`config.mk`:
```
export PLATFORM = sky130hd
export DESIGN_NAME = scl_gen_multi
export DESIGN_NICKNAME = d
export VERILOG_FILES = /design/src/rtl/scl_gen_multi_pkg.sv /design/src/rtl/scl_gen_multi_sync.sv /design/src/rtl/scl_gen_multi.sv
export SDC_FILE = /design/constraint.sdc
export NUM_CORES = 1
export LEC_CHECK = 0
export BUFFER_PORTS_ARGS = -buffer_cell sky130_fd_sc_hd__buf_4
export CORE_UTILIZATION = 40
export CTS_BUF_LIST = sky130_fd_sc_hd__clkbuf_4
export DETAILED_ROUTE_END_ITERATION = 16
export SKIP_LAST_GASP = 1
export SLEW_MARGIN = 15
export SYNTH_ARGS = -nofsm -noshare
export SYNTH_HDL_FRONTEND = slang
export SYNTH_SLANG_ARGS = --single-unit
export TNS_END_PERCENT = 100
```
`constraint.sdc`:
```
create_clock -name I_clk_100Mhz -period 3.5 [get_ports I_clk_100Mhz]
set_clock_uncertainty 0.2 [all_clocks]
set_input_delay 0.35 -clock I_clk_100Mhz [delete_from_list [all_inputs] [get_ports I_clk_100Mhz]]
set_output_delay 0.35 -clock I_clk_100Mhz [all_outputs]
set_load 0.1 [all_outputs]
```
`src/rtl/scl_gen_multi_pkg.sv`:
```
// rtl/scl_gen_multi_pkg.sv - shared encodings and preset half-period helper for the SCL generator
package scl_gen_multi_pkg;

  typedef enum logic [1:0] {
    MODE_100K = 2'd0,
    MODE_400K = 2'd1,
    MODE_1M   = 2'd2,
    MODE_CUST = 2'd3
  } scl_mode_e;

  typedef enum logic [1:0] {
    ST_IDLE      = 2'd0,
    ST_LOW       = 2'd1,
    ST_HIGH_WAIT = 2'd2,
    ST_HIGH      = 2'd3
  } scl_state_e;

  localparam int unsigned MIN_DIV = 8;

  // Half-period in system clocks for the fixed-rate modes; custom falls back to 100k.
  function automatic int unsigned preset_half(input int unsigned clk_hz, input logic [1:0] mode);
    case (scl_mode_e'(mode))
      MODE_400K: return clk_hz / (2 * 400_000);
      MODE_1M:   return clk_hz / (2 * 1_000_000);
      default:   return clk_hz / (2 * 100_000);
    endcase
  endfunction

endpackage

```
`src/rtl/scl_gen_multi_sync.sv`:
```
// rtl/scl_gen_multi_sync.sv - flop chain synchroniser for the pad SCL level, resets to released (1)
module scl_gen_multi_sync #(
  parameter int STAGES = 1
) (
  input  logic i_clk,
  input  logic i_rst,
  input  logic i_d,
  output logic o_q
);

  logic [STAGES-1:0] r_ff;

  always_ff @(posedge i_clk) begin
    if (i_rst) begin
      r_ff <= '1;
    end else begin
      r_ff <= (r_ff << 1) | STAGES'(i_d);
    end
  end

  assign o_q = r_ff[STAGES-1];

endmodule

```
`src/rtl/scl_gen_multi.sv`:
```
// rtl/scl_gen_multi.sv - multi-rate I2C SCL generator with phase strobes, clock stretching and stretch timeout
module scl_gen_multi
  import scl_gen_multi_pkg::*;
#(
  parameter int unsigned CLK_FREQ_HZ = 100_000_000,
  parameter int unsigned DIV_W       = 16,
  parameter int unsigned SYNC_STAGES = 2,
  parameter int unsigned TIMEOUT_CYC = 3_500_000
) (
  input  logic             I_clk_100Mhz,
  input  logic             I_rst,
  input  logic             I_SCL_en,
  input  logic [1:0]       I_mode,
  input  logic [DIV_W-1:0] I_div_custom,
  input  logic             I_SCL_in,
  output logic             O_SCL_POS,
  output logic             O_SCL_HIG,
  output logic             O_SCL_NEG,
  output logic             O_SCL_LOW,
  output logic             O_SCL,
  output logic             O_SCL_oe,
  output logic             O_stretch,
  output logic             O_timeout
);

  localparam int TO_W = $clog2(TIMEOUT_CYC);

  scl_state_e       r_st;
  logic [DIV_W-1:0] r_cnt;
  logic [TO_W-1:0]  r_tcnt;
  logic [DIV_W-1:0] r_h;
  logic             r_scl, r_oe, r_neg, r_low, r_pos, r_hig, r_str, r_to;

  scl_state_e       w_st_n;
  logic [DIV_W-1:0] w_cnt_n, w_h_n, w_h_sel, w_half, w_cnt_inc;
  logic [TO_W-1:0]  w_tcnt_n;
  logic             w_neg_n, w_low_n, w_pos_n, w_hig_n, w_to_n;
  logic             w_last, w_scl_early;

  // The state register acts as the last synchroniser stage, so the chain here is one flop shorter.
  scl_gen_multi_sync #(.STAGES(SYNC_STAGES - 1)) u_sync (
    .i_clk (I_clk_100Mhz),
    .i_rst (I_rst),
    .i_d   (I_SCL_in),
    .o_q   (w_scl_early)
  );

  always_comb begin
    w_h_sel = DIV_W'(preset_half(CLK_FREQ_HZ, I_mode));
    if (scl_mode_e'(I_mode) == MODE_CUST) begin
      w_h_sel = (I_div_custom < DIV_W'(MIN_DIV)) ? DIV_W'(MIN_DIV) : I_div_custom;
    end
  end

  assign w_half    = r_h >> 1;
  assign w_cnt_inc = r_cnt + DIV_W'(1);
  assign w_last    = (r_cnt == r_h - DIV_W'(1));

  always_comb begin
    w_st_n   = r_st;
    w_cnt_n  = r_cnt;
    w_tcnt_n = '0;
    w_h_n    = r_h;
    w_neg_n  = 1'b0;
    w_low_n  = 1'b0;
    w_pos_n  = 1'b0;
    w_hig_n  = 1'b0;
    w_to_n   = 1'b0;
    case (r_st)
      ST_IDLE: begin
        w_cnt_n = '0;
        if (I_SCL_en) begin
          w_st_n  = ST_LOW;
          w_h_n   = w_h_sel;
          w_neg_n = 1'b1;
        end
      end
      ST_LOW: begin
        if (w_last) begin
          w_st_n  = ST_HIGH_WAIT;
          w_cnt_n = '0;
        end else begin
          w_cnt_n = w_cnt_inc;
          w_low_n = (w_cnt_inc == w_half);
        end
      end
      ST_HIGH_WAIT: begin
        if (w_scl_early) begin
          w_st_n  = ST_HIGH;
          w_cnt_n = DIV_W'(SYNC_STAGES);
          w_pos_n = 1'b1;
        end else if (r_tcnt == TO_W'(TIMEOUT_CYC - 1)) begin
          w_st_n  = ST_IDLE;
          w_cnt_n = '0;
          w_to_n  = 1'b1;
        end else begin
          w_cnt_n  = w_cnt_inc;
          w_tcnt_n = r_tcnt + TO_W'(1);
        end
      end
      default: begin
        if (w_last) begin
          w_cnt_n = '0;
          if (I_SCL_en) begin
            w_st_n  = ST_LOW;
            w_h_n   = w_h_sel;
            w_neg_n = 1'b1;
          end else begin
            w_st_n = ST_IDLE;
          end
        end else begin
          w_cnt_n = w_cnt_inc;
          w_hig_n = (w_cnt_inc == w_half);
        end
      end
    endcase
  end

  always_ff @(posedge I_clk_100Mhz) begin
    if (I_rst) begin
      r_st   <= ST_IDLE;
      r_cnt  <= '0;
      r_tcnt <= '0;
      r_h    <= '0;
      r_scl  <= 1'b1;
      r_oe   <= 1'b0;
      r_neg  <= 1'b0;
      r_low  <= 1'b0;
      r_pos  <= 1'b0;
      r_hig  <= 1'b0;
      r_str  <= 1'b0;
      r_to   <= 1'b0;
    end else begin
      r_st   <= w_st_n;
      r_cnt  <= w_cnt_n;
      r_tcnt <= w_tcnt_n;
      r_h    <= w_h_n;
      r_scl  <= (w_st_n != ST_LOW);
      r_oe   <= (w_st_n == ST_LOW);
      r_neg  <= w_neg_n;
      r_low  <= w_low_n;
      r_pos  <= w_pos_n;
      r_hig  <= w_hig_n;
      r_str  <= (w_st_n == ST_HIGH_WAIT) && (w_tcnt_n >= TO_W'(SYNC_STAGES));
      r_to   <= w_to_n;
    end
  end

  assign O_SCL     = r_scl;
  assign O_SCL_oe  = r_oe;
  assign O_SCL_NEG = r_neg;
  assign O_SCL_LOW = r_low;
  assign O_SCL_POS = r_pos;
  assign O_SCL_HIG = r_hig;
  assign O_stretch = r_str;
  assign O_timeout = r_to;

endmodule
```
Yosys cells after proc, flatten, opt, wreduce, memory -nomap -nowiden
Index checks and enable logic that the tools add are counted.
Storage, ports and cells
  output and inout port bits: 8
  bits in registers: 65
  word-level logic and storage cells: 67
Operators by class
  order comparisons: 2
  muxes and demuxes: 26
  bitwise operators: 3
  $add $sub $neg: 3
  reduce and logical (&&, ||, !) cells: 9
  equality and inequality tests: 11
Operators by type and width (count)
  $mux 16: 7
  $mux 22: 3
  $pmux 16 s2: 2
  $add 22x1->22 const B: 1
  $eq 22x22->1 const B: 1
  $ge 22x2->1 const B: 1
  $pmux 9 s2: 1
  $add 16x1->16 const B: 1
  $eq 16x15->1: 1
  $eq 16x16->1: 1
  $lt 16x4->1 const B: 1
  $sub 16x1->16 const B: 1
  $mux 2: 5
  $eq 2x2->1 const B: 4
  $eq 2x1->1 const B: 3
  $mux 1: 6
  $pmux 2 s3: 1
  $reduce_or 2->1: 3
  $reduce_or 4->1: 1
  $not 1->1: 3
  $reduce_or 3->1: 1
  $logic_not 2->1: 1
  $ne 2x1->1 const B: 1
  $pmux 1 s2: 1
  other kinds (3): 3

Logic depth before layout (Yosys ltp)
Gate-level depths: netlist of run 1.
  depth after elaboration: 6
  depth in mapped cells: 12
  depth with buffers taken out: 10

Cells and area by module
A second synthesis of run 1 with hierarchy kept.
Unflattened totals
  cell total of the unflattened synthesis: 485
  area total of the unflattened synthesis: 3993.8 um2
Modules (own cells, without submodules)
  scl_gen_multi: instances 1, cells an instance 483, area each 3967.6 um2, sequential area each 1281.2 um2
  scl_gen_multi_sync: instances 1, cells an instance 2, area each 26.3 um2, sequential area each 20.0 um2

Least setup slack after synthesis of run 1
Ideal clock, no wire load.
  path type: reg2reg
  start point: reg r_h[2]
  end point: reg r_cnt[7]
  arrival time: 2.686 ns
  path buffers: 2
  stages on the path, launching flop included: 11
  setup slack: 0.482 ns
  cells stage by stage: dfxtp_1 -> buf_6 -> or4_4 -> nor4_4 -> mux2_1 -> a31o_2 -> a22oi_4 -> a21oi_4 -> a21oi_2 -> buf_2 -> nor3_1
On the way
  word-level cells in the longest chain between the ends: 4
RTL lines
  start: declaration: line scl_gen_multi.sv:31  | logic [DIV_W-1:0] r_h;
  start signal: assignment: line scl_gen_multi.sv:137  | r_h <= w_h_n;
  $sub 16x1->16: line scl_gen_multi.sv:57  | assign w_last = (r_cnt == r_h - DIV_W'(1));
  $eq 16x16->1: line scl_gen_multi.sv:57
  $mux 16: line scl_gen_multi.sv:79, scl_gen_multi.sv:102
  $pmux 16 s2: line scl_gen_multi.sv:69  | case (r_st)
  end signal: assignment: line scl_gen_multi.sv:135  | r_cnt <= w_cnt_n;
  end: declaration: line scl_gen_multi.sv:29  | logic [DIV_W-1:0] r_cnt;
Every way passes these cells.
A chain may end at the register's enable or synchronous reset.

Final worst setup path of run 1
  start point: reg r_h[2]
  end point: reg r_h[8]
On the way
  word-level cells in the longest chain between the ends: 4
RTL lines (line)
  $sub 16x1->16: scl_gen_multi.sv:57
  $eq 16x16->1: scl_gen_multi.sv:57
  $reduce_bool 2->1 (no source line)
  $reduce_and 2->1 (no source line)
Every way passes these cells.

==> out/qor.log, run 1 <==
[power_and_ir_drop] sequential power share 0.499
[global_routing] pin count of the biggest net entering global routing 42
[power_and_ir_drop] share of power burned in the clock network 0.280
[synth] syn avg cell area 8.27 µm²
[drt] Residual DRC 0
[placed_design] final weighted congestion of routability-driven global placement 0.913
[synth] multiplexer share of the synthesized area 0.0161
[synth] arithmetic-cell share of the synthesized area counting full adders, half adders and majority gates 0.0340
[synth] portion of the post-synthesis area used by sequential elements 0.322
[synth] main combinational cell family by area after synthesis simple AND/OR/NAND/NOR gates
[synth] area fraction in and, or, nand and nor cells after synthesis 0.286
[power_and_ir_drop] Power Internal 1.05 mW
[drt] first-iteration detailed-routing DRC count 162
[drt] routed wire length per instance 14.6 µm
[sta] maximum operating frequency 0.307 GHz
[sta] worst relative slew slack 0.675
[clock_network] source-to-sink clock delay at the later pin of the worst-skew pair 430 ps
[sta] final setup violation count 0
[clock_network] Inserted Clock Buffers 9
[critical_path] critical path endpoint category register
[floorplanning] I/O pin count 30
[cells_and_area] filler cell count 994
[floorplanning] width of the chip 103 µm
[floorplanning] height of the chip 103 µm
[clock_network] clock-pin slew on the worst setup and hold paths 110 ps
[synth] number of nets in the synthesized netlist 522
[cells_and_area] Post-layout nets 553
[placed_design] cell area reported after detailed placement 0.00437 mm²
[sta] final hold slack 43.9 ps
[synth] Yosys warning total 0
[cells_and_area] post-layout util 0.467
[drt] vias post-DR 3601
[cells_and_area] area of all placed cells without fillers 0.00456 mm²
[power_and_ir_drop] switching part of the total power 0.328
[power_and_ir_drop] Net Switching 514 µW
[clock_network] H-tree depth reported by CTS 3
[floorplanning] DIE AREA 0.0105 mm²
[cells_and_area] highest-count cells in the layout ignoring fill and taps 65 x dfxtp_1, 51 x nor2_1, 41 x buf_4
[critical_path] WS Path Type reg2reg
[cells_and_area] antenna cells 0
[sta] Least-Margin Pin Slew 484 ps
[critical_path] slack of the worst reg-to-reg path 240 ps
[run_status] status completed
[synth] count of distinct cell types in the synthesized netlist 66
[drt] residual antenna-violating net count after detailed routing 0
[synth] Async S/R FF share, synth 0
[sta] Period Utilization, post-route 0.930
[global_routing] total congestion overflow 0
[cells_and_area] layout cells sized above 1 0.150
[clock_network] CTS sink cnt 65
[global_routing] wire length of the first global-routing pass 16000 µm
[power_and_ir_drop] total leakage power 1.59 nW
[sta] unrepaired setup endpoints after global routing false
[synth] Syn Inst Count 489
[drt] total iterations of the first detailed-routing run 5
[placed_design] buffers added on ports 29
[floorplanning] Site Rows 36
[clock_network] maximum clock path buffer count 2
[cells_and_area] Area Overhead vs Synth 12.8%
[global_routing] overall fraction of global-route tracks in use 0.196
[floorplanning] starting utilization of the core area 0.414
[run] max-cap violation count 0
[sta] min Tclk post-route 3260 ps
[power_and_ir_drop] PD cells 343 mW/mm²
[critical_path] arrival time of the worst setup path 3360 ps
[synth] xor/xnor cell area share of the yosys netlist 0.143
[placed_design] half-perimeter wire length of the detailed placement result 7010 µm
[worst_hold_path] worst hold-check path type in2reg
[floorplanning] standard cell core area 0.00977 mm²
[synth] Top FF cell, synth dfxtp_1
[drt] sum of routed wire length over all layers 9580 µm
[power_and_ir_drop] combinational group share of total power 0.220
[global_routing] antenna violations before repair 0
[global_routing] vias in the first global route 3385
[sta] setup TNS 0 ps
[sta] final count of pins violating max slew 0
[clock_network] CTS tree yes
[sta] final hold violation count 0
[critical_path] kind of launch point of the worst setup path register
[power_and_ir_drop] maximum resistive drop on vdd 136 µV
[drt] vias per inst 5.47
[synth] Syn Std Cell Area 0.00405 mm²
[power_and_ir_drop] total chip power 1.57 mW
[critical_path] critical path peak fanout 15
[cells_and_area] most common library cell in the layout ignoring fill and taps dfxtp_1
[synth] compound-gate portion of the synthesized area 0.148
[synth] number of synthesized flops with an enable pin 0
[critical_path] required time of the critical path 3600 ps
[clock_network] clock tree root driver cell clkbuf_4
[synth] Seq cells post-synth 65
-- cells by family (layout without fill, tap and decap cells) --
kind of cell,Yosys count,in the layout
mux,6,6
simple gates,214,214
flops,65,65
xor+xnor,66,66
buf+inv,44,80
compound gates,83,83
fa+ha+maj,11,11
-- final cells by class --
type,count,area [µm²],area share
multi-input cells,380,2540,0.556
flip-flops and latches,65,1300,0.285
inverters,15,56.3,0.0123
repair buffers,49,388,0.0850
clock buffers,9,67.6,0.0148
clock inverters,7,46.3,0.0101
well taps,133,166,0.0365
-- critical path, cell delays in order, from the launching register on --
cell and delay, ps:
dfxtp_1 420, or4_4 600, nor4_4 300, mux2_1 360, a31o_2 270, a22oi_4 280, a21oi_4 170, a2111oi_0 440
nor3_1 80
-- routing by layer --
metal,part of all wire,GRT usage
met3,0.039,0.0380
met2,0.44,0.311
met1,0.50,0.261
met4,0.023,0.0813
met5,0,0
-- repair_timing --
item                                    in CTS  in global routing
endpoints found under the hold margin        8                  0
resized for setup                            0                  1
hold buffers                                 8                  0
endpoints found under the setup margin       0                  1
setup buffers                                0                  0
-- power groups by stage --
stage                     combinational (mW)  clock (mW)  sequential, mW
final                                  0.345       0.439           0.783
after global routing                   0.381       0.483           0.786
after CTS                              0.344       0.450           0.782
after detailed placement               0.336           0           0.799
after global placement                 0.332           0           0.798
after floorplan                        0.236           0           0.815
-- registers in the layout, indices dropped and copies added (netlist names) --
register / cells
r_st: 2
O_SCL_POS: 1
O_SCL_oe: 1
O_stretch: 1
r_h: 16
r_tcnt: 22
O_SCL_NEG: 1
O_SCL: 1
r_cnt: 16
O_SCL_LOW: 1
O_SCL_HIG: 1
O_timeout: 1
u_sync.o_q: 1
-- Yosys cell counts (4+ instances only) --
master	count	area share
a2111oi_0	4	0.0087
a211oi_1	6	0.011
a21oi_1	23	0.028
a311oi_1	4	0.0087
and3_1	8	0.012
buf_2	5	0.0062
buf_6	4	0.011
clkbuf_1	16	0.015
dfxtp_1	65	0.32
ha_1	11	0.034
inv_1	15	0.014
nand2_1	20	0.019
nand2b_1	7	0.011
nand3_1	30	0.037
nand4_1	21	0.032
nand4b_1	4	0.0087
nor2_1	51	0.047
nor3_1	32	0.040
nor3b_1	4	0.0074
nor4_1	11	0.017
o21ai_0	14	0.017
o31ai_1	4	0.0074
xnor2_1	29	0.063
xor2_1	37	0.080
-- metrics by stage --
| step | worst slack [ps] | std cells |
|---|---|---|
| 6_report | 245 | 658 |
| 5_1_grt | 34.3 | 658 |
| 4_1_cts | 249 | 658 |
| 3_5_place_dp | 274 | 634 |
| 3_3_place_gp | 376 | 634 |
| 2_1_floorplan | 482 | 489 |
-- worst paths after layout --
check	startpoint	endpoint	cells after the start
max	r_h[2]	r_h[8]	8
min	I_div_custom[7]	r_h[7]	3
max reg2reg	r_h[2]	r_h[8]	8
min reg2reg	r_tcnt[0]	r_tcnt[0]	1
(Power assumes the default switching activity.)
==> run 2: changes to the inputs <==
CELL_PAD_IN_SITES_DETAIL_PLACEMENT = 2   (was not set)
CELL_PAD_IN_SITES_GLOBAL_PLACEMENT = 2   (was not set)
CORE_UTILIZATION = 38   (was 40)
PLACE_DENSITY_LB_ADDON = 0.1   (was not set)
SYNTH_HIERARCHICAL = 1   (was not set)
==> run 2 against run 1 <==
Count of clock-buffer cells in the layout unchanged. Sequential share of layout area shrank 0.60 points. Total power is 11% higher. Fmax decreased by 3.3%. Non-clock buffer count up 3. Cell count increased by 1.1%. Combinational power grew 3%. Utilization shrank 1.3 points. Critical endpoint is now r_h[4]. Highest routed layer unchanged.
==> out/qor.log, run 2 <==
[drt] total iterations of the first detailed-routing run 6 [+1]
[cells_and_area] Post-layout nets 558 [+0.90%]
[cells_and_area] antenna cells 0 [unchanged]
[sta] Least-Margin Pin Slew 784 ps [+300 ps]
[sta] unrepaired setup endpoints after global routing false
[sta] final hold violation count 0 [unchanged]
[power_and_ir_drop] maximum resistive drop on vdd 170 µV [+25%]
[worst_hold_path] worst hold-check path type in2reg
[global_routing] pin count of the biggest net entering global routing 24 [-43%]
[placed_design] half-perimeter wire length of the detailed placement result 9630 µm [+37%]
[synth] number of nets in the synthesized netlist 518 [-0.77%]
[clock_network] source-to-sink clock delay at the later pin of the worst-skew pair 440 ps [about the same]
[drt] vias post-DR 3793 [+5.3%]
[clock_network] CTS sink cnt 65 [unchanged]
[drt] highest metal layer with signal wires met4
[floorplanning] Site Rows 37 [+2.8%]
[cells_and_area] most common library cell in the layout ignoring fill and taps dfxtp_1
[critical_path] critical path endpoint category register
[drt] sum of routed wire length over all layers 13000 µm [+36%]
[floorplanning] height of the chip 105 µm [+1.9%]
[clock_network] maximum clock path buffer count 2 [unchanged]
[sta] setup TNS 0 ps [unchanged]
[run_status] status completed
[critical_path] required time of the critical path 3640 ps [+40 ps]
[synth] Yosys warning total 6 [+6]
[clock_network] setup repair bufs after CTS 0 [unchanged]
[synth] ranking of synthesized cells by instance count 65 x dfxtp_1, 54 x nor2_1, 35 x xnor2_1
[synth] Async S/R FF share, synth 0 [unchanged]
[drt] met2 wire len 6190 µm [+46%]
[global_routing] total congestion overflow 0 [unchanged]
[synth] syn avg cell area 8.23 µm² [-0.45%]
[sta] worst relative slew slack 0.475 [-0.199]
[cells_and_area] filler cell count 1205 [+21%]
[drt] first-iteration detailed-routing DRC count 148 [-8.6%]
[clock_network] H-tree depth reported by CTS 3 [unchanged]
[floorplanning] I/O pin count 30 [unchanged]
[drt] sum of met3 wire segment lengths after detailed routing 320 µm [-15%]
[cells_and_area] layout cells sized above 1 0.136 [-0.0144]
[clock_network] CTS tree yes
[placed_design] final weighted congestion of routability-driven global placement 0.836 [-8.5%]
[cells_and_area] Area Overhead vs Synth 16.7%
[cells_and_area] top register by number of flip-flops r_tcnt
[synth] post-synth top area share 0.326 [+0.00413]
[cells_and_area] biggest registers after layout r_tcnt x22, r_cnt x16, r_h x16
[power_and_ir_drop] PD cells 374 mW/mm² [+9.0%]
[floorplanning] width of the chip 105 µm [+1.9%]
[critical_path] kind of launch point of the worst setup path register
[critical_path] WS Path Type reg2reg
[floorplanning] starting utilization of the core area 0.389 [-0.0252]
[sta] min Tclk post-route 3370 ps [+111 ps]
[synth] area leader, netlist dfxtp_1
[clock_network] Inserted Clock Buffers 9 [unchanged]
[drt] M1 WL 6280 µm [+32%]
[synth] count of distinct cell types in the synthesized netlist 62 [-6.1%]
[drt] vias per inst 5.70 [+4.2%]
[floorplanning] standard cell core area 0.0103 mm² [+5.1%]
[floorplanning] DIE AREA 0.0109 mm² [+3.9%]
[cells_and_area] max reg flops 22 [unchanged]
[drt] residual antenna-violating net count after detailed routing 0 [unchanged]
[global_routing] overall fraction of global-route tracks in use 0.246 [+0.0496]
[global_routing] vias in the first global route 4040 [+19%]
[cells_and_area] post-layout util 0.454 [-0.0132]
[synth] Syn Std Cell Area 0.00399 mm² [-1.3%]
[synth] Seq cells post-synth 65 [unchanged]
[global_routing] antenna violations before repair 0 [unchanged]
[synth] number of synthesized flops with an enable pin 0 [unchanged]
[sta] final setup violation count 0 [unchanged]
[synth] cell with the most instances after synthesis dfxtp_1
[sta] maximum operating frequency 0.297 GHz [-3.3%]
[synth] Top FF cell, synth dfxtp_1
[clock_network] clock-pin slew on the worst setup and hold paths 130 ps [+20 ps]
[synth] top post-synthesis cells by area dfxtp_1 33%, xnor2_1 7.7%, xor2_1 6.4%, nor2_1 5.1%, a21oi_1 3.5%
[critical_path] arrival time of the worst setup path 3500 ps [+140 ps]
[synth] portion of the post-synthesis area used by sequential elements 0.326 [+0.00413]
[critical_path] critical path peak fanout 20 [+5]
[cells_and_area] highest-count cells in the layout ignoring fill and taps 65 x dfxtp_1, 54 x nor2_1, 42 x buf_4
[sta] final count of pins violating max slew 0 [unchanged]
[clock_network] clock tree root driver cell clkbuf_4
[global_routing] wire length of the first global-routing pass 21000 µm [+31%]
[placed_design] buffers added on ports 29 [unchanged]
[run] max-cap violation count 0 [unchanged]
[power_and_ir_drop] total chip power 1.74 mW [+11%]
[sta] final hold slack 29.6 ps [-14.3 ps]
[drt] Residual DRC 0 [unchanged]
[synth] Syn Inst Count 485 [-0.82%]
[sta] Period Utilization, post-route 0.962 [+0.0317]
[power_and_ir_drop] total leakage power 1.69 nW [+6.8%]
[drt] routed wire length per instance 19.5 µm [+34%]
run 2: changes by cell type after synthesis, moves of 6 or more:
cell / change
nor3_1: -18
nand3_1: -11
nand2_1: +10
xor2_1: -8
o21ai_0: +7
xnor2_1: +6
run 2: layer usage:
| layer | GRT usage | vias up |
|---|---|---|
| li1 | - | 1827 |
| met1 | 0.317 | 1893 |
| met2 | 0.414 | 56 |
| met3 | 0.0401 | 17 |
| met4 | 0.0816 | 0 |
| met5 | 0 | - |
run 2: cells by family after synthesis:
group / synth area share
simple gates: 0.267
compound gates: 0.174
flops: 0.326
xor+xnor: 0.140
buf+inv: 0.0410
fa+ha+maj: 0.0345
mux: 0.0179
run 2: final timing paths:
path                                      start        end  slack [ps]  depth (start not counted)
worst min-delay path            I_div_custom[8]     r_h[8]          30                          3
worst max register to register           r_h[8]     r_h[4]         130                         10
worst min register to register        r_tcnt[0]  r_tcnt[0]         260                          1
worst max-delay path                     r_h[8]     r_h[4]         130                         10
run 2: what timing repair did:
action	CTS	global route
resized for setup	0	2
hold buffers	8	0
setup endpoints to repair	0	8
hold endpoints to repair	8	0
run 2: final cells by class:
type,count,area [µm²],area share
Clock buffer,9,67.6,0.0145
Clock inverter,6,91.3,0.0196
Inverter,17,63.8,0.0137
Multi-Input combinational cell,380,2530,0.543
Sequential cell,65,1300,0.279
Tap cell,136,170,0.0365
Timing Repair Buffer,52,435,0.0934
run 2: critical path: stages (launching register included):
cell       delay [ps]
dfxtp_1           440
nor4_4            470
xnor2_1           130
or4_1             430
a211o_1           340
a2111oi_4         360
buf_4             200
a21o_1            160
buf_12            170
a21oi_1            90
a311oi_2          260
run 2: through the flow:
stage | worst slack [ps] | instances | area, µm²
4_1_cts | 53.7 | 665 | 4660
3_3_place_gp | 264 | 642 | 4420
3_5_place_dp | 114 | 642 | 4420
6_report | 134 | 665 | 4660
2_1_floorplan | 472 | 485 | 3990
5_1_grt | 21.2 | 665 | 4660
run 2: power by group:
group | switching, mW | internal [mW] | total [mW]
registers | 0.0283 | 0.758 | 0.786
clock network | 0.312 | 0.291 | 0.603
logic | 0.213 | 0.143 | 0.355
